--- src/rtl/led_sched.sv ---
// rtl/led_sched.sv - four-channel LED scheduler sequenced from a shared millisecond tick
//
// Ports:
//   clk_50M     system clock (CLK_HZ)
//   rst         asynchronous active-high reset
//   cmd_valid   command present
//   cmd_ready   command accepted when high (IDLE state only)
//   cmd_ch      target channel 0..3
//   cmd_mode    0=OFF, 1=ON, 2=BLINK, 3=ONESHOT
//   cmd_period  period in ticks; 0 behaves as 1
//   led_out     registered LED drives, bit n = channel n
//   done_pulse  one-cycle strobe per channel when its ONESHOT expires
//   tick_1ms    one-cycle tick strobe
module led_sched #(
  parameter int CLK_HZ  = 50000000,
  parameter int TICK_HZ = 1000,
  parameter int PER_W   = 16
) (
  input  logic             clk_50M,
  input  logic             rst,
  input  logic             cmd_valid,
  output logic             cmd_ready,
  input  logic [1:0]       cmd_ch,
  input  logic [1:0]       cmd_mode,
  input  logic [PER_W-1:0] cmd_period,
  output logic [3:0]       led_out,
  output logic [3:0]       done_pulse,
  output logic             tick_1ms
);

  localparam int               TICK_DIV = CLK_HZ / TICK_HZ;
  localparam int               PRE_W    = $clog2(TICK_DIV);
  localparam logic [PRE_W-1:0] PRE_LAST = PRE_W'(TICK_DIV - 1);

  localparam logic [1:0] MODE_OFF     = 2'd0;
  localparam logic [1:0] MODE_BLINK   = 2'd2;
  localparam logic [1:0] MODE_ONESHOT = 2'd3;

  typedef enum logic {S_IDLE, S_APPLY} state_t;

  logic [PRE_W-1:0] pre_q, pre_d;
  logic             tick_w;
  logic             tick_q;

  state_t           state_q, state_d;
  logic [1:0]       cap_ch_q, cap_ch_d;
  logic [1:0]       cap_mode_q, cap_mode_d;
  logic [PER_W-1:0] cap_per_q, cap_per_d;

  logic [1:0]       mode_q [4];
  logic [1:0]       mode_d [4];
  logic [PER_W-1:0] per_q  [4];
  logic [PER_W-1:0] per_d  [4];
  logic [PER_W-1:0] cnt_q  [4];
  logic [PER_W-1:0] cnt_d  [4];
  logic [3:0]       led_q, led_d;
  logic [3:0]       done_q, done_d;

  // Last count value before a period event; a zero period acts as one tick.
  function automatic logic [PER_W-1:0] last_cnt(input logic [PER_W-1:0] p);
    return (p == '0) ? '0 : p - 1'b1;
  endfunction

  // Channels act on the cycle the prescaler sits at its last value, so LED
  // changes land on the same edge that raises tick_1ms.
  assign tick_w = (pre_q == PRE_LAST);
  assign pre_d  = tick_w ? '0 : pre_q + 1'b1;

  assign cmd_ready  = (state_q == S_IDLE);
  assign led_out    = led_q;
  assign done_pulse = done_q;
  assign tick_1ms   = tick_q;

  always_comb begin
    state_d    = state_q;
    cap_ch_d   = cap_ch_q;
    cap_mode_d = cap_mode_q;
    cap_per_d  = cap_per_q;
    case (state_q)
      S_IDLE: begin
        if (cmd_valid) begin
          cap_ch_d   = cmd_ch;
          cap_mode_d = cmd_mode;
          cap_per_d  = cmd_period;
          state_d    = S_APPLY;
        end
      end
      S_APPLY: state_d = S_IDLE;
      default: state_d = S_IDLE;
    endcase
  end

  // A pending APPLY takes priority over a coincident tick for its channel.
  always_comb begin
    led_d  = led_q;
    done_d = '0;
    for (int i = 0; i < 4; i++) begin
      mode_d[i] = mode_q[i];
      per_d[i]  = per_q[i];
      cnt_d[i]  = cnt_q[i];
      if (state_q == S_APPLY && cap_ch_q == 2'(i)) begin
        mode_d[i] = cap_mode_q;
        per_d[i]  = cap_per_q;
        cnt_d[i]  = '0;
        led_d[i]  = (cap_mode_q != MODE_OFF);
      end else if (tick_w && (mode_q[i] == MODE_BLINK || mode_q[i] == MODE_ONESHOT)) begin
        if (cnt_q[i] == last_cnt(per_q[i])) begin
          cnt_d[i] = '0;
          if (mode_q[i] == MODE_BLINK) begin
            led_d[i] = ~led_q[i];
          end else begin
            led_d[i]  = 1'b0;
            mode_d[i] = MODE_OFF;
            done_d[i] = 1'b1;
          end
        end else begin
          cnt_d[i] = cnt_q[i] + 1'b1;
        end
      end
    end
  end

  always_ff @(posedge clk_50M or posedge rst) begin
    if (rst) begin
      pre_q      <= '0;
      tick_q     <= 1'b0;
      state_q    <= S_IDLE;
      cap_ch_q   <= '0;
      cap_mode_q <= MODE_OFF;
      cap_per_q  <= '0;
      led_q      <= '0;
      done_q     <= '0;
      for (int i = 0; i < 4; i++) begin
        mode_q[i] <= MODE_OFF;
        per_q[i]  <= '0;
        cnt_q[i]  <= '0;
      end
    end else begin
      pre_q      <= pre_d;
      tick_q     <= tick_w;
      state_q    <= state_d;
      cap_ch_q   <= cap_ch_d;
      cap_mode_q <= cap_mode_d;
      cap_per_q  <= cap_per_d;
      led_q      <= led_d;
      done_q     <= done_d;
      for (int i = 0; i < 4; i++) begin
        mode_q[i] <= mode_d[i];
        per_q[i]  <= per_d[i];
        cnt_q[i]  <= cnt_d[i];
      end
    end
  end

endmodule

--- config.mk ---
export PLATFORM = sky130hd
export DESIGN_NAME = led_sched
export DESIGN_NICKNAME = d
export VERILOG_FILES = /design/src/rtl/led_sched.sv
export SDC_FILE = /design/constraint.sdc
export NUM_CORES = 1
export LEC_CHECK = 0
export CAP_MARGIN = 40
export CELL_PAD_IN_SITES_DETAIL_PLACEMENT = 1
export CELL_PAD_IN_SITES_GLOBAL_PLACEMENT = 2
export CORE_MARGIN = 1
export CORE_UTILIZATION = 35
export CTS_CLUSTER_DIAMETER = 60
export CTS_CLUSTER_SIZE = 20
export DETAILED_ROUTE_END_ITERATION = 6
export PLACE_DENSITY = 0.72
export SKIP_CTS_REPAIR_TIMING = 1
export SYNTH_ARGS = -nofsm -noshare
export SYNTH_HDL_FRONTEND = slang
export SYNTH_SLANG_ARGS = --single-unit
--- constraint.sdc ---
create_clock -name clk_50M -period 7 [get_ports clk_50M]
set_clock_uncertainty 0.1 [all_clocks]
set_input_delay 1.75 -clock clk_50M [delete_from_list [all_inputs] [get_ports clk_50M]]
set_output_delay 1.75 -clock clk_50M [all_outputs]
set_load 0.01 [all_outputs]
---- Word level (Yosys, flattened, before mapping) ----
Index checks and enable logic that the tools add are counted.
operators by class
  $add $sub $neg .......................... 9
  equal/unequal tests ..................... 20
  muxes and demuxes ....................... 67
  bitwise logic cells ..................... 5
  reductions and logical operators ........ 35
operator list
  operator               count
  $mux 16                17
  $add 16x1->16 const B  5
  $eq 16x16->1           4
  $logic_not 16->1       4
  $sub 16x1->16 const B  4
  $mux 1                 33
  $mux 2                 16
  $eq 2x2->1 const B     10
  $reduce_bool 2->1      9
  $eq 16x16->1 const B   1
  $reduce_and 3->1       4
  $reduce_and 2->1       5
  $logic_and 1x1->1      8
  $ne 2x2->1 const B     4
  $not 1->1              5
  $logic_or 1x1->1       4
  $eq 2x1->1 const B     1
  $logic_not 2->1        1
  $pmux 1 s2             1
storage, ports and cells
  register bits ........................... 182
  bits of input ports ..................... 23
  output and inout port bits .............. 10
  logic and storage cells ................. 159

---- Depth between registers and ports, before layout ----
Gate-level depths: netlist of the first run.
  word-level depth ........................ 6
  gate-level depth with buffers ........... 14
  depth with buffers taken out ............ 11

---- Worst setup path before layout of the first run ----
OpenSTA, ideal clock, no wires.
  path type ............................... register -> register
  from .................................... reg per_q[0] in the netlist's numbering
  to ...................................... reg led_q[3] (netlist: led_out[3])
  library setup time ...................... 82 ps
  arrival time ............................ 3,334 ps
  data required time ...................... 6,818 ps
  setup slack ............................. 3,484 ps
  stages on the path, launching flop included .. 13
  path buffers ............................ 1
  period minus slack after synthesis ...... 3,516 ps
  path through ............................ dfrtp_1 -> buf_2 -> inv_1 -> ha_1 -> or4b_4 -> o31a_1 -> or4_4 -> a211oi_2 -> nor3b_1 -> nor4_2 -> nand4_2 -> or4_1 -> a31oi_1
on the way
  longest elaborated chain between the ends .. 5
  elaborated cells between the ends (all ways) .. 6
  classes of those cells .................. add/sub: 1; eq/ne: 1; mux: 1; reduce/logical: 3
ends and longest elaborated chain
  element                                            line  text
  from (decl)                                        52    logic [PER_W-1:0] per_q [4];
  from (signal, indexed assignment)                  149   per_q[i] <= per_d[i];
  $sub 16x1->16 or $logic_not 16->1 (tied branches)  61    return (p == '0) ? '0 : p - 1'b1;
  $mux 16 (*)                                        61
  $eq 16x16->1 (*)                                   107   if (cnt_q[i] == last_cnt(per_q[i])) begin
  $reduce_bool 2->1 (no line) (*)                    --
  $reduce_and 2->1 (no line) (*)                     --
  to (signal assigned)                               145   led_q <= led_d;
  to (decl)                                          56    logic [3:0] led_q, led_d;
Mark *: on every way between the ends. The rest lies on a longest branch, timed or not.
A chain may end at the register's enable or synchronous reset.

---- Worst setup path in the final report of the first run ----
  from .................................... reg per_q[16] in the netlist's numbering
  to ...................................... reg cnt_q[21] in the netlist's numbering
on the way
  longest elaborated chain between the ends .. 6
  elaborated cells between the ends (all ways) .. 7
  classes of those cells .................. add/sub: 1; eq/ne: 1; mux: 4; reduce/logical: 1
ends and longest elaborated chain
  element                                            line  text
  $sub 16x1->16 or $logic_not 16->1 (tied branches)  61
  $mux 16 (*)                                        61
  $eq 16x16->1 (*)                                   107
  $mux 16 (*)                                        107
  $mux 16 (*)                                        106   end else if (tick_w && (mode_q[i] == MODE_BLINK || mode_q[i] == MODE_ONESHOT)) begin
  $mux 16 (*)                                        101   if (state_q == S_APPLY && cap_ch_q == 2'(i)) begin
  to (signal, indexed assignment)                    150   cnt_q[i] <= cnt_d[i];
  to (decl)                                          54    logic [PER_W-1:0] cnt_q [4];
Mark *: on every way between the ends. The rest lies on a longest branch, timed or not. The select of a mux whose other input is x is not followed.

==> flow_results.xml, run 1 <==
<?xml version="1.0" encoding="UTF-8"?>
<metrics>
  <group name="outcome">
    <metric name="result_of_the_run" unit="">finished with violations</metric>
    <metric name="violations_in_the_final_reports" unit="">DRC</metric>
  </group>
  <group name="cts">
    <metric name="htree_num_levels" unit="">4</metric>
    <metric name="cts.sinks" unit="">182</metric>
    <metric name="tritoncts_buffer_count" unit="">17</metric>
    <metric name="clock_tree.root_cell" unit="">sky130_fd_sc_hd__clkbuf_16</metric>
    <metric name="cts-root-to-sink-buffers" unit="">2</metric>
    <metric name="clock_transition_at_path_regs" unit="ps">70</metric>
    <metric name="cts_tree" unit="">yes</metric>
    <metric name="clock_latency" unit="ps">440</metric>
  </group>
  <group name="placed_design">
    <metric name="placement.io_buffers" unit="">32</metric>
    <metric name="placement.cell_area" unit="µm²">11600</metric>
    <metric name="gp_congestion" unit="">0.798</metric>
    <metric name="place_hpwl" unit="µm">22400</metric>
  </group>
  <group name="timing">
    <metric name="slew-limit-headroom" unit="%">33.9</metric>
    <metric name="tightestPinTransition" unit="ps">990</metric>
    <metric name="unrepaired_setup_endpoints_after_global_routing" unit="">false</metric>
    <metric name="finalHoldViolCount" unit="">0</metric>
    <metric name="setup_violations" unit="">0</metric>
    <metric name="fin_crit" unit="ps">4390</metric>
    <metric name="tns" unit="ps">0</metric>
    <metric name="period_share" unit="%">62.8</metric>
    <metric name="timing.fmax" unit="MHz">228</metric>
    <metric name="report.final.slew_viol_count" unit="">0</metric>
  </group>
  <group name="die">
    <metric name="top_level_ports" unit="">33</metric>
    <metric name="starting_density_of_the_core" unit="%">35.8</metric>
    <metric name="die_x" unit="µm">179</metric>
    <metric name="die-area" unit="µm²">32100</metric>
    <metric name="core.rowCount" unit="">64</metric>
    <metric name="die_outline_height" unit="µm">179</metric>
    <metric name="design.core.area" unit="µm²">30700</metric>
  </group>
  <group name="setup_path">
    <metric name="setup_crit_path_kind" unit="">reg2reg</metric>
    <metric name="crit_arrival" unit="ps">4580</metric>
    <metric name="worst-path-buf-inv" unit="">1</metric>
    <metric name="slowest_delay" unit="ps">810</metric>
    <metric name="worst_ep_required_time" unit="ps">7190</metric>
    <metric name="critPathTopFamily" unit="">simple AND/OR/NAND/NOR gates</metric>
    <metric name="cp_max_fo" unit="">11</metric>
    <metric name="setup.worst_path.start_class" unit="">register</metric>
    <metric name="setup.worst_path.end_class" unit="">register</metric>
    <metric name="crit_path_top_delay_cell" unit="">sky130_fd_sc_hd__nor3b_1</metric>
    <metric name="ordered_cell_list_for_the_critical_path" unit="">inv_1 &gt; ha_1 &gt; nor3b_1 &gt; nand4_1 &gt; nor2_1 &gt; a21oi_1 &gt; o221ai_1 &gt; and4_1 &gt; nand4_1 &gt; o21ai_1 &gt; nor2_1</metric>
  </group>
  <group name="synthesis">
    <metric name="synth_area_leader_cell" unit="">sky130_fd_sc_hd__dfrtp_1</metric>
    <metric name="synth_area" unit="µm²">11000</metric>
    <metric name="postSynth.topFlopCell" unit="">sky130_fd_sc_hd__dfrtp_1</metric>
    <metric name="ys_types" unit="">73</metric>
    <metric name="syn_avg_cell_area" unit="µm²">8.70</metric>
    <metric name="synth.top_cell.area_share" unit="%">41.4</metric>
    <metric name="async_flop_share" unit="%">100</metric>
    <metric name="ys.warnings.count" unit="">0</metric>
    <metric name="synth_edf_count" unit="">0</metric>
    <metric name="synth_seq_cells" unit="">182</metric>
    <metric name="netlist_top_cells_area" unit="">sky130_fd_sc_hd__dfrtp_1 (41%), sky130_fd_sc_hd__nand2_1 (7.1%), sky130_fd_sc_hd__xor2_1 (5.6%)</metric>
    <metric name="syn_inst" unit="">1263</metric>
    <metric name="ys_seq_area_share" unit="%">41.4</metric>
    <metric name="synthesis.nets" unit="">1295</metric>
  </group>
  <group name="cells_and_area">
    <metric name="final_design_area_no_fill" unit="µm²">12300</metric>
    <metric name="drive_above_1_share" unit="%">8.78</metric>
    <metric name="area.growth.synth_to_final" unit="%">11.6</metric>
    <metric name="antenna_cells" unit="">0</metric>
    <metric name="final_net_count" unit="">1283</metric>
  </group>
  <group name="global_route">
    <metric name="antenna_found_initial" unit="">0</metric>
    <metric name="grt_pass1_wl" unit="µm">51600</metric>
    <metric name="grt_max_degree" unit="">114</metric>
    <metric name="first_global_vias" unit="">9322</metric>
    <metric name="global_route.usage.total" unit="%">20.6</metric>
    <metric name="grt_remaining_overflow" unit="">0</metric>
  </group>
  <group name="power">
    <metric name="leakagePower" unit="µW">0.00510</metric>
    <metric name="vdd.ir_drop.worst" unit="µV">156</metric>
    <metric name="power.density" unit="nW/µm²">320</metric>
  </group>
  <group name="route">
    <metric name="detail_route.wirelength" unit="µm">31300</metric>
    <metric name="initialDrtViolationCount" unit="">377</metric>
    <metric name="dr_total_vias" unit="">9128</metric>
    <metric name="post_drt_wl_per_cell" unit="µm">18.9</metric>
    <metric name="routed_via_count_divided_by_cell_count" unit="">5.50</metric>
    <metric name="drt_first_pass_iters" unit="">7</metric>
    <metric name="drc" unit="">2</metric>
    <metric name="final_ant_viol_nets" unit="">0</metric>
  </group>
  <group name="flow_run">
    <metric name="drv.max_cap_violation_count" unit="">0</metric>
  </group>
  <group name="min_path">
    <metric name="hold_class" unit="">reg2reg</metric>
  </group>
</metrics>
layer usage:
metal	track usage [%]	up-vias	wire (µm)
met3	2.50	25	537
met1	28.7	4589	15400
met5	0	-	0
met4	5.01	0	422
met2	33.9	80	15000
li1	-	4434	-
power by group:
group | total, µW | switching [µW] | internal (µW)
clock network | 1040 | 451 | 589
registers | 1630 | 380 | 1250
logic | 1260 | 676 | 584
worst register-to-register path: stages (launching register included):
cell and delay [ps]:
sky130_fd_sc_hd__dfrtp_1 410, sky130_fd_sc_hd__inv_1 100, sky130_fd_sc_hd__ha_1 180, sky130_fd_sc_hd__nor3b_1 810
sky130_fd_sc_hd__nand4_1 450, sky130_fd_sc_hd__nor2_1 510, sky130_fd_sc_hd__a21oi_1 80, sky130_fd_sc_hd__o221ai_1 180
sky130_fd_sc_hd__and4_1 250, sky130_fd_sc_hd__nand4_1 290, sky130_fd_sc_hd__o21ai_1 740, sky130_fd_sc_hd__nor2_1 130
final timing paths:
path | depth (start not counted) | endpoint | slack [ps] | from
min in group asynchronous | 2 | cnt_q[17]$_DFFE_PP0P_ | 1780 | rst
worst max register to register | 11 | cnt_q[21]$_DFFE_PP0P_ | 2610 | per_q[16]$_DFFE_PP0P_
worst max-delay path | 11 | cnt_q[21]$_DFFE_PP0P_ | 2610 | per_q[16]$_DFFE_PP0P_
worst min register to register | 1 | pre_q[0]$_DFF_PP0_ | 380 | pre_q[0]$_DFF_PP0_
max in group asynchronous | 3 | cnt_q[63]$_DFFE_PP0P_ | 3990 | rst
worst min-delay path | 1 | pre_q[0]$_DFF_PP0_ | 380 | pre_q[0]$_DFF_PP0_
state kept, by name, summed over array words and instances (netlist names):
| name | cells |
|---|---|
| cnt_q | 64 |
| cap_ch_q | 2 |
| per_q | 64 |
| tick_1ms | 1 |
| state_q | 1 |
| cap_per_q | 16 |
| led_out | 4 |
| pre_q | 16 |
| cap_mode_q | 2 |
| mode_q | 8 |
| done_pulse | 4 |
placed cells by master, fill, tap and decap left out, types with 5 or more instances in the layout:
cell type                         count
sky130_fd_sc_hd__ha_1                 9
sky130_fd_sc_hd__nor3b_1             13
sky130_fd_sc_hd__mux2_2              36
sky130_fd_sc_hd__nor2_1             117
sky130_fd_sc_hd__or3_1               14
sky130_fd_sc_hd__nand3_1             49
sky130_fd_sc_hd__xor2_1              70
sky130_fd_sc_hd__o2111ai_1            5
sky130_fd_sc_hd__or2_2               10
sky130_fd_sc_hd__a31oi_1              9
sky130_fd_sc_hd__nand2b_1            10
sky130_fd_sc_hd__and2_1              15
sky130_fd_sc_hd__and4_1               7
sky130_fd_sc_hd__mux2i_1             10
sky130_fd_sc_hd__nand3b_1            12
sky130_fd_sc_hd__clkdlybuf4s50_1     32
sky130_fd_sc_hd__nor3_1              36
sky130_fd_sc_hd__o211ai_1             6
sky130_fd_sc_hd__xnor2_1             50
sky130_fd_sc_hd__o21a_1               5
sky130_fd_sc_hd__o22ai_1              6
sky130_fd_sc_hd__nor4_1              34
sky130_fd_sc_hd__nand4_1             26
sky130_fd_sc_hd__inv_6                5
sky130_fd_sc_hd__nand2_1            207
sky130_fd_sc_hd__buf_4                8
sky130_fd_sc_hd__o31ai_1              6
sky130_fd_sc_hd__inv_1               24
sky130_fd_sc_hd__nand4b_1             6
sky130_fd_sc_hd__nor4b_1              7
sky130_fd_sc_hd__and3_1              17
sky130_fd_sc_hd__a211oi_1             9
sky130_fd_sc_hd__o21ai_0             50
sky130_fd_sc_hd__clkbuf_16           17
sky130_fd_sc_hd__a21oi_1             40
sky130_fd_sc_hd__nor2b_1              8
sky130_fd_sc_hd__dfrtp_1            182
sky130_fd_sc_hd__o31a_1               6
sky130_fd_sc_hd__or4_1                8
cell families (layout without fill, tap and decap cells):
kind of cell	after synthesis	after routing	share of synthesized area, %
xor gates and xnor gates	121	121	9.78
and+or+nand+nor	618	618	28.4
DFF	182	182	41.4
adders and majority gates	9	9	1.02
AOI/OAI and AO/OA	187	187	11.2
muxes	46	46	4.60
buffers and inverters	100	101	3.60
Yosys cell counts, drive strengths merged, types with 4 or more instances:
cell / instances
nand3b: 12
or3: 14
o21ai: 52
nand4b: 6
a211oi: 10
a31oi: 9
nor4: 37
nor2: 118
or2: 10
xnor2: 50
nand3: 49
nor3b: 15
or4: 11
o31a: 6
nand2b: 10
a41oi: 4
o211ai: 6
mux2i: 10
nor4b: 7
o311ai: 4
xor2: 70
o21a: 5
clkbuf: 56
nor3: 37
and2: 16
a21oi: 40
nor2b: 9
a221oi: 4
o2111ai: 5
ha: 9
and3: 17
nand2: 207
buf: 19
o22ai: 6
inv: 25
nand4: 27
o31ai: 6
dfrtp: 182
and4: 7
mux2: 36
per-stage QoR:
stage | utilization [%] | hold slack [ps] | power, µW | setup slack, ps | std cells
finish | 39.9 | 384 | 3930 | 2610 | 1660
global route | 39.9 | 421 | 4200 | 1920 | 1660
CTS | 39.9 | 392 | 3970 | 2570 | 1660
detailed placement | 37.9 | 381 | 2910 | 2600 | 1628
global placement | 37.7 | 380 | 2870 | 2870 | 1624
floorplan | - | 355 | 2520 | 206 | 1263
area by class of cell:
class / instances / area, µm²
Sequential cell: 182 / 4550
Fill cell: 3606 / 18500
Clock inverter: 12 / 164
Clock buffer: 20 / 457
Multi-Input combinational cell: 981 / 6060
Timing Repair Buffer: 44 / 433
Inverter: 25 / 101
Tap cell: 396 / 495
(Power assumes the default switching activity.)
==> run 2, diff against run 1 <==
--- a/config.mk
+++ b/config.mk
@@ -9,11 +9,11 @@
 export CELL_PAD_IN_SITES_DETAIL_PLACEMENT = 1
 export CELL_PAD_IN_SITES_GLOBAL_PLACEMENT = 2
 export CORE_MARGIN = 1
-export CORE_UTILIZATION = 35
+export CORE_UTILIZATION = 39
 export CTS_CLUSTER_DIAMETER = 60
 export CTS_CLUSTER_SIZE = 20
 export DETAILED_ROUTE_END_ITERATION = 6
-export PLACE_DENSITY = 0.72
+export PLACE_DENSITY = 0.76
 export SKIP_CTS_REPAIR_TIMING = 1
 export SYNTH_ARGS = -nofsm -noshare
 export SYNTH_HDL_FRONTEND = slang
==> constraint.sdc (replaced) <==
create_clock -name clk_50M -period 4.31 [get_ports clk_50M]
set_clock_uncertainty 0.1 [all_clocks]
set_input_delay 1.0775 -clock clk_50M [delete_from_list [all_inputs] [get_ports clk_50M]]
set_output_delay 1.0775 -clock clk_50M [all_outputs]
set_load 0.01 [all_outputs]
==> run 2 against run 1 <==
The run now ends clean; final cell count about the same; total power grew 61%; sequential share of layout area down 0.26 points; largest power group unchanged; highest routed layer unchanged.
==> flow_results.xml, run 2 (synthesized netlist as in run 1, its figures left out) <==
<?xml version="1.0" encoding="UTF-8"?>
<metrics>
  <group name="cells_and_area">
    <metric name="drive_above_1_share" unit="%">10.1</metric>
    <metric name="leading_cell_type_in_the_layout_fill_and_taps_excluded" unit="">sky130_fd_sc_hd__nand2_1</metric>
    <metric name="layout_top_registers" unit="">cnt_q: 64 flops, per_q: 64 flops</metric>
    <metric name="antenna_cells" unit="">0</metric>
    <metric name="leading_cell_types_in_the_layout_fill_and_taps_excluded" unit="">sky130_fd_sc_hd__nand2_1 (207), sky130_fd_sc_hd__dfrtp_1 (182), sky130_fd_sc_hd__nor2_1 (117)</metric>
    <metric name="final_design_area_no_fill" unit="µm²">12400</metric>
    <metric name="final_net_count" unit="">1302</metric>
    <metric name="area.growth.synth_to_final" unit="%">12.3</metric>
  </group>
  <group name="power">
    <metric name="power_frac_seq" unit="%">42.1</metric>
    <metric name="leakagePower" unit="µW">0.00517</metric>
    <metric name="internal_power" unit="µW">3850</metric>
    <metric name="sw_ratio" unit="%">39.1</metric>
    <metric name="total_switching_power" unit="µW">2470</metric>
    <metric name="power.density" unit="nW/µm²">511</metric>
    <metric name="post-layout-total-power" unit="µW">6310</metric>
    <metric name="combinationalPowerShare" unit="%">32.8</metric>
    <metric name="share_clk_of_total_power" unit="%">25.2</metric>
    <metric name="vdd.ir_drop.worst" unit="µV">289</metric>
  </group>
  <group name="outcome">
    <metric name="result_of_the_run" unit="">completed</metric>
  </group>
  <group name="cts">
    <metric name="clock_tree.root_cell" unit="">sky130_fd_sc_hd__clkbuf_16</metric>
    <metric name="cts_tree" unit="">yes</metric>
    <metric name="htree_num_levels" unit="">4</metric>
    <metric name="clock_latency" unit="ps">460</metric>
    <metric name="tritoncts_buffer_count" unit="">17</metric>
    <metric name="cts-root-to-sink-buffers" unit="">2</metric>
    <metric name="cts.sinks" unit="">182</metric>
    <metric name="clock_transition_at_path_regs" unit="ps">70</metric>
  </group>
  <group name="placed_design">
    <metric name="placement.cell_area" unit="µm²">11800</metric>
    <metric name="gp_congestion" unit="">0.797</metric>
    <metric name="place_hpwl" unit="µm">22100</metric>
    <metric name="placement.io_buffers" unit="">32</metric>
  </group>
  <group name="die">
    <metric name="top_level_ports" unit="">33</metric>
    <metric name="die_outline_height" unit="µm">170</metric>
    <metric name="die-area" unit="µm²">28900</metric>
    <metric name="starting_density_of_the_core" unit="%">39.6</metric>
    <metric name="core.rowCount" unit="">61</metric>
    <metric name="die_x" unit="µm">170</metric>
    <metric name="design.core.area" unit="µm²">27800</metric>
  </group>
  <group name="timing">
    <metric name="report.final.slew_viol_count" unit="">0</metric>
    <metric name="slew-limit-headroom" unit="%">45.5</metric>
    <metric name="timing.fmax" unit="MHz">264</metric>
    <metric name="hold_ws" unit="ps">392</metric>
    <metric name="tightestPinTransition" unit="ps">810</metric>
    <metric name="unrepaired_setup_endpoints_after_global_routing" unit="">false</metric>
    <metric name="setup_violations" unit="">0</metric>
    <metric name="tns" unit="ps">0</metric>
    <metric name="period_share" unit="%">87.8</metric>
    <metric name="fin_crit" unit="ps">3780</metric>
    <metric name="finalHoldViolCount" unit="">0</metric>
  </group>
  <group name="setup_path">
    <metric name="crit_path_top_delay_cell" unit="">sky130_fd_sc_hd__or4b_4</metric>
    <metric name="worst_ep_required_time" unit="ps">4560</metric>
    <metric name="setup_crit_path_kind" unit="">reg2reg</metric>
    <metric name="crit_arrival" unit="ps">4030</metric>
    <metric name="setup.worst_path.start_class" unit="">register</metric>
    <metric name="ordered_cell_list_for_the_critical_path" unit="">inv_1 &gt; ha_1 &gt; or4b_4 &gt; o31a_1 &gt; or4_4 &gt; a211oi_2 &gt; nor3b_1 &gt; nor4_2 &gt; nand4_2 &gt; o21ai_2 &gt; buf_4 &gt; nor2_1</metric>
    <metric name="cp_max_fo" unit="">8</metric>
    <metric name="worst-path-buf-inv" unit="">2</metric>
    <metric name="setup.worst_path.end_class" unit="">register</metric>
    <metric name="r2r_slack" unit="ps">530</metric>
    <metric name="critPathTopFamily" unit="">simple AND/OR/NAND/NOR gates</metric>
    <metric name="slowest_delay" unit="ps">510</metric>
  </group>
  <group name="route">
    <metric name="post_drt_wl_per_cell" unit="µm">18.4</metric>
    <metric name="routed_via_count_divided_by_cell_count" unit="">5.56</metric>
    <metric name="dr_total_vias" unit="">9227</metric>
    <metric name="drc" unit="">0</metric>
    <metric name="drt_first_pass_iters" unit="">4</metric>
    <metric name="initialDrtViolationCount" unit="">441</metric>
    <metric name="detail_route.wirelength" unit="µm">30600</metric>
    <metric name="final_ant_viol_nets" unit="">0</metric>
  </group>
  <group name="global_route">
    <metric name="global_route.usage.total" unit="%">22.4</metric>
    <metric name="antenna_found_initial" unit="">0</metric>
    <metric name="grt_max_degree" unit="">71</metric>
    <metric name="grt_remaining_overflow" unit="">0</metric>
    <metric name="first_global_vias" unit="">9423</metric>
    <metric name="grt_pass1_wl" unit="µm">50600</metric>
  </group>
  <group name="flow_run">
    <metric name="drv.max_cap_violation_count" unit="">0</metric>
  </group>
  <group name="min_path">
    <metric name="hold_class" unit="">reg2reg</metric>
  </group>
</metrics>
==> run 2: cell types whose count changed in the layout (fill, tap and decap cells not counted), sizes merged <==
cell           previous run  this run
clkinvlp                  1         3
clkbuf                   20        19
inv                      30        29
clkinv                    3         5
bufinv                    3         1
buf                      11        31
clkdlybuf4s15             1         0
==> run 2: final timing paths <==
path / startpoint / end / depth (start not counted)
setup / recovery: per_q[0]$_DFFE_PP0P_ / cnt_q[7]$_DFFE_PP0P_ / 12
hold / removal: pre_q[0]$_DFF_PP0_ / pre_q[0]$_DFF_PP0_ / 1
setup reg to reg: per_q[0]$_DFFE_PP0P_ / cnt_q[7]$_DFFE_PP0P_ / 12
hold reg to reg: pre_q[0]$_DFF_PP0_ / pre_q[0]$_DFF_PP0_ / 1
max in group asynchronous: rst / cap_per_q[3]$_DFFE_PP0P_ / 3
min in group asynchronous: rst / cnt_q[19]$_DFFE_PP0P_ / 2
==> run 2: power groups by stage <==
| stage | combinational (µW) | sequential (µW) | clock [µW] |
|---|---|---|---|
| 2_1_floorplan | 1770 | 2330 | 0 |
| 3_3_place_gp | 2020 | 2670 | 0 |
| 3_5_place_dp | 2070 | 2680 | 0 |
| 4_1_cts | 2080 | 2650 | 1640 |
| 5_1_grt | 2340 | 2730 | 1690 |
| 6_report | 2070 | 2660 | 1590 |
==> run 2: layout make-up <==
class | instances | area [µm²]
multi-input cells | 981 | 6060
clock buffers | 19 | 443
flip-flops and latches | 182 | 4550
inverters | 25 | 97.6
well taps | 378 | 473
repair buffers | 63 | 586
clock inverters | 13 | 139
fillers | 3289 | 15400
==> run 2: per-stage QoR <==
stage | setup WS, ps | cells | util [%]
after floorplan | 794 | 1263 | -
after global placement | 610 | 1628 | 42.3
after detailed placement | 509 | 1629 | 42.4
after CTS | 497 | 1661 | 44.5
after global routing | 205 | 1661 | 44.5
final | 528 | 1661 | 44.5
==> run 2: worst reg2reg max path, delay by kind of cell (launching register included) <==
kind                       cells  cell delay, ps
and+or+nand+nor                6            1690
AOI/OAI and AO/OA              3             860
DFF                            1             470
buffers and inverters          2             340
adders and majority gates      1             240
==> run 2: metal layers <==
metal  vias to the layer above  part of all wire (%)  track usage [%]
met1                      4637                    49             30.8
met5                         -                     0                0
met4                         0                   1.2             6.07
met3                        18                   2.2             3.47
li1                       4485                     -                -
met2                        87                    48             36.5
==> RTL change, RTL diff (config.mk and constraints of run 2) <==
Put one more register stage on the output `led_out`. The value now appears one clock later. The other outputs are not delayed to match. Comments in the files are not updated.
--- a/src/rtl/led_sched.sv
+++ b/src/rtl/led_sched.sv
@@ -67,7 +67,9 @@
   assign pre_d  = tick_w ? '0 : pre_q + 1'b1;
 
   assign cmd_ready  = (state_q == S_IDLE);
-  assign led_out    = led_q;
+  always_ff @(posedge clk_50M) begin
+    led_out <= led_q;
+  end
   assign done_pulse = done_q;
   assign tick_1ms   = tick_q;
 
Check against the original RTL: not equivalent (a bounded check fails within 4 cycles, from zero or initial values and one cycle with rst high).
==> RTL change against run 2 <==
- non-clock buffer count shrank 7
- die area is 3.0% higher
- power increased by 3.7%
- synthesized cell count grew 4.4%
- first-iteration DRC count is 20% higher
- final cell count is 2.6% higher
- wire length up 6.2%
- largest cell class unchanged
- setup slack worse by 0.051 ns
- combinational power grew 12%
- sequential cell count up 4
- core utilization is 0.57 points lower
- area after synthesis grew 3.1%
- design area increased by 1.7%
==> RTL change: results (changes against run 2) <==
| Metric | Value |
|---|---|
| CTS max path bufs | `2 (unchanged)` |
| Num CTS Buffers | `17 (unchanged)` |
| Worst EP arrival | `4.05 ns (was 4.03 ns)` |
| Hold_sp | `led_q[1] (was pre_q[0])` |
| Worst Hold Depth | `0 (was 1)` |
| Antenna violations before repair | `0 (unchanged)` |
| Pre-CTS WS | `0.512 ns (was 0.509 ns)` |
| Net Count, Synth | `1350 (was 1295)` |
| Largest net degree at the start of global routing | `98 (was 71)` |
| Top Registers | `cnt_q x64, per_q x64 (unchanged)` |
| First-pass GRT wire length | `53300 um (was 50600 um)` |
| Worst R2R Setup Slack | `0.48 ns (was 0.53 ns)` |
| Detailed Place HPWL | `23500 um (was 22100 um)` |
| Ant diodes | `0 (unchanged)` |
| Slowest-stage cell, CP | `o21ai_2 (was or4b_4)` |
| Area fraction in compound gates after synthesis | `12.4% (was 11.2%)` |
| CTS clk-pin slew, worst paths | `0.07 ns (about the same)` |
| Final setup vio count | `0 (unchanged)` |
| RePlAce Congestion | `0.826 (was 0.797)` |
| DRT Pass-1 Iters | `6 (was 4)` |
| Main synth FF type | `dfrtp_1 (unchanged)` |
| Multiplexer share of the synthesized area | `2.80% (was 4.60%)` |
| Synth top area cells | `dfrtp_1 (40%), nand2_1 (8.4%), xnor2_1 (5.2%) (was dfrtp_1 (41%), nand2_1 (7.1%), xor2_1 (5.6%))` |
| R2R depth | `10 (was 12)` |
| Worst-Margin Slew | `0.861 ns (was 0.810 ns)` |
| Hold Path End | `led_out[1] (was pre_q[0])` |
| Root buf cell | `clkbuf_16 (unchanged)` |
| Post-synthesis xor/xnor area fraction | `9.70% (was 9.78%)` |
| Status | `complete, no violations (unchanged)` |
| Max Fclk | `261 MHz (was 264 MHz)` |
| Vias per Instance | `5.66 (was 5.56)` |
| Total track usage | `23.2% (was 22.4%)` |
| CP top delay family | `compound AO/OA/AOI/OAI gates (was simple AND/OR/NAND/NOR gates)` |
| CP max FO | `14 (was 8)` |
| Worst R2R Start | `per_q[16] (was per_q[0])` |
| Fraction of layout cells with a size suffix above 1 | `8.25% (was 10.1%)` |
| Clk_lat worst skew | `0.46 ns (about the same)` |
| Yosys warns | `0 (unchanged)` |
| Leakage | `5.14 nW (was 5.17 nW)` |
| Fin nets | `1340 (was 1302)` |
| DRT iter0 DRCs | `529 (was 441)` |
| Vias in the first global route | `9660 (was 9423)` |
| Sequential cell area fraction in the yosys report | `40.9% (was 41.4%)` |
| Commonest cells in the netlist | `nand2_1 (255), dfrtp_1 (182), nor2_1 (97) (was nand2_1 (207), dfrtp_1 (182), nor2_1 (118))` |
| Port buffer count | `32 (unchanged)` |
| Peak supply drop | `0.298 mV (was 0.289 mV)` |
| Async S/R FF share, synth | `97.8% (was 100%)` |
| Post-Synth Adder-Cell Area | `0.994% (was 1.02%)` |
| Hold crit path type | `flop to flop (unchanged)` |
| Reg-to-Reg End | `cnt_q[25] (was cnt_q[7])` |
| H-tree levels | `4 (unchanged)` |
| Slowest cell delay on critical path | `0.62 ns (was 0.51 ns)` |
| Synth cell types | `82 (was 73)` |
| Final wirelength | `32500 um (was 30600 um)` |
RTL change: cell types whose count changed in the layout (fill, tap and decap cells not counted), moves of 11 or more:
cell,run 2,this run
xnor2_1,50,67
nand2_1,207,255
mux2_2,36,22
nor3_1,36,62
xor2_1,70,56
nor2_1,117,97
nand4_1,26,37
inv_1,24,35
o21ai_0,50,39
nor4_1,34,21
RTL change: per-layer routing:
metal	GRT usage (%)	share of wire, %	routed length, um	vias up
met5	0	0	0	-
met2	36.2	46	14800	118
met3	4.19	3.1	1020	37
li1	-	-	-	4648
met1	32.7	50	16200	4846
met4	6.19	1.6	506	0
RTL change: area by class of cell:
cell class	count	area [um^2]
Multi-Input combinational cell	1011	6220
Sequential cell	186	4630
Clock buffer	19	443
Tap cell	384	480
Fill cell	3352	16100
Inverter	36	139
Clock inverter	13	121
Timing Repair Buffer	56	526
RTL change: cell families after synthesis:
group / count (synthesis)
AND/OR/NAND/NOR: 653
multiplexers: 29
buffers and inverters: 121
flip-flops: 186
XOR/XNOR: 124
AO/OA/AOI/OAI: 196
adder cells (fa/ha/maj): 9
RTL change: stage by stage:
stage | hold slack, ns | cells | area, um^2 | util [%]
global route | 0.339 | 1705 | 12600 | 43.9
CTS | 0.317 | 1705 | 12600 | 43.9
detailed placement | 0.295 | 1673 | 12000 | 41.9
finish | 0.312 | 1705 | 12600 | 43.9
floorplan | 0.262 | 1318 | 11300 | -
global placement | 0.290 | 1671 | 12000 | 41.9
RTL change: worst max path at each step:
stage,start,endpoint,cells after the start
after floorplan,rst,cap_ch_q[0],1
after global placement,per_q[32],cnt_q[43],10
after detailed placement,per_q[16],cnt_q[25],10
after CTS,per_q[16],cnt_q[25],10
after global routing,per_q[16],cnt_q[25],10
final,per_q[16],cnt_q[25],10
RTL change: power by group:
group / switching (W) / leakage, nW / internal, W
logic: 0.00131 / 2.46 / 0.000999
clock network: 0.000757 / 0.279 / 0.000818
registers: 0.000599 / 2.40 / 0.00207
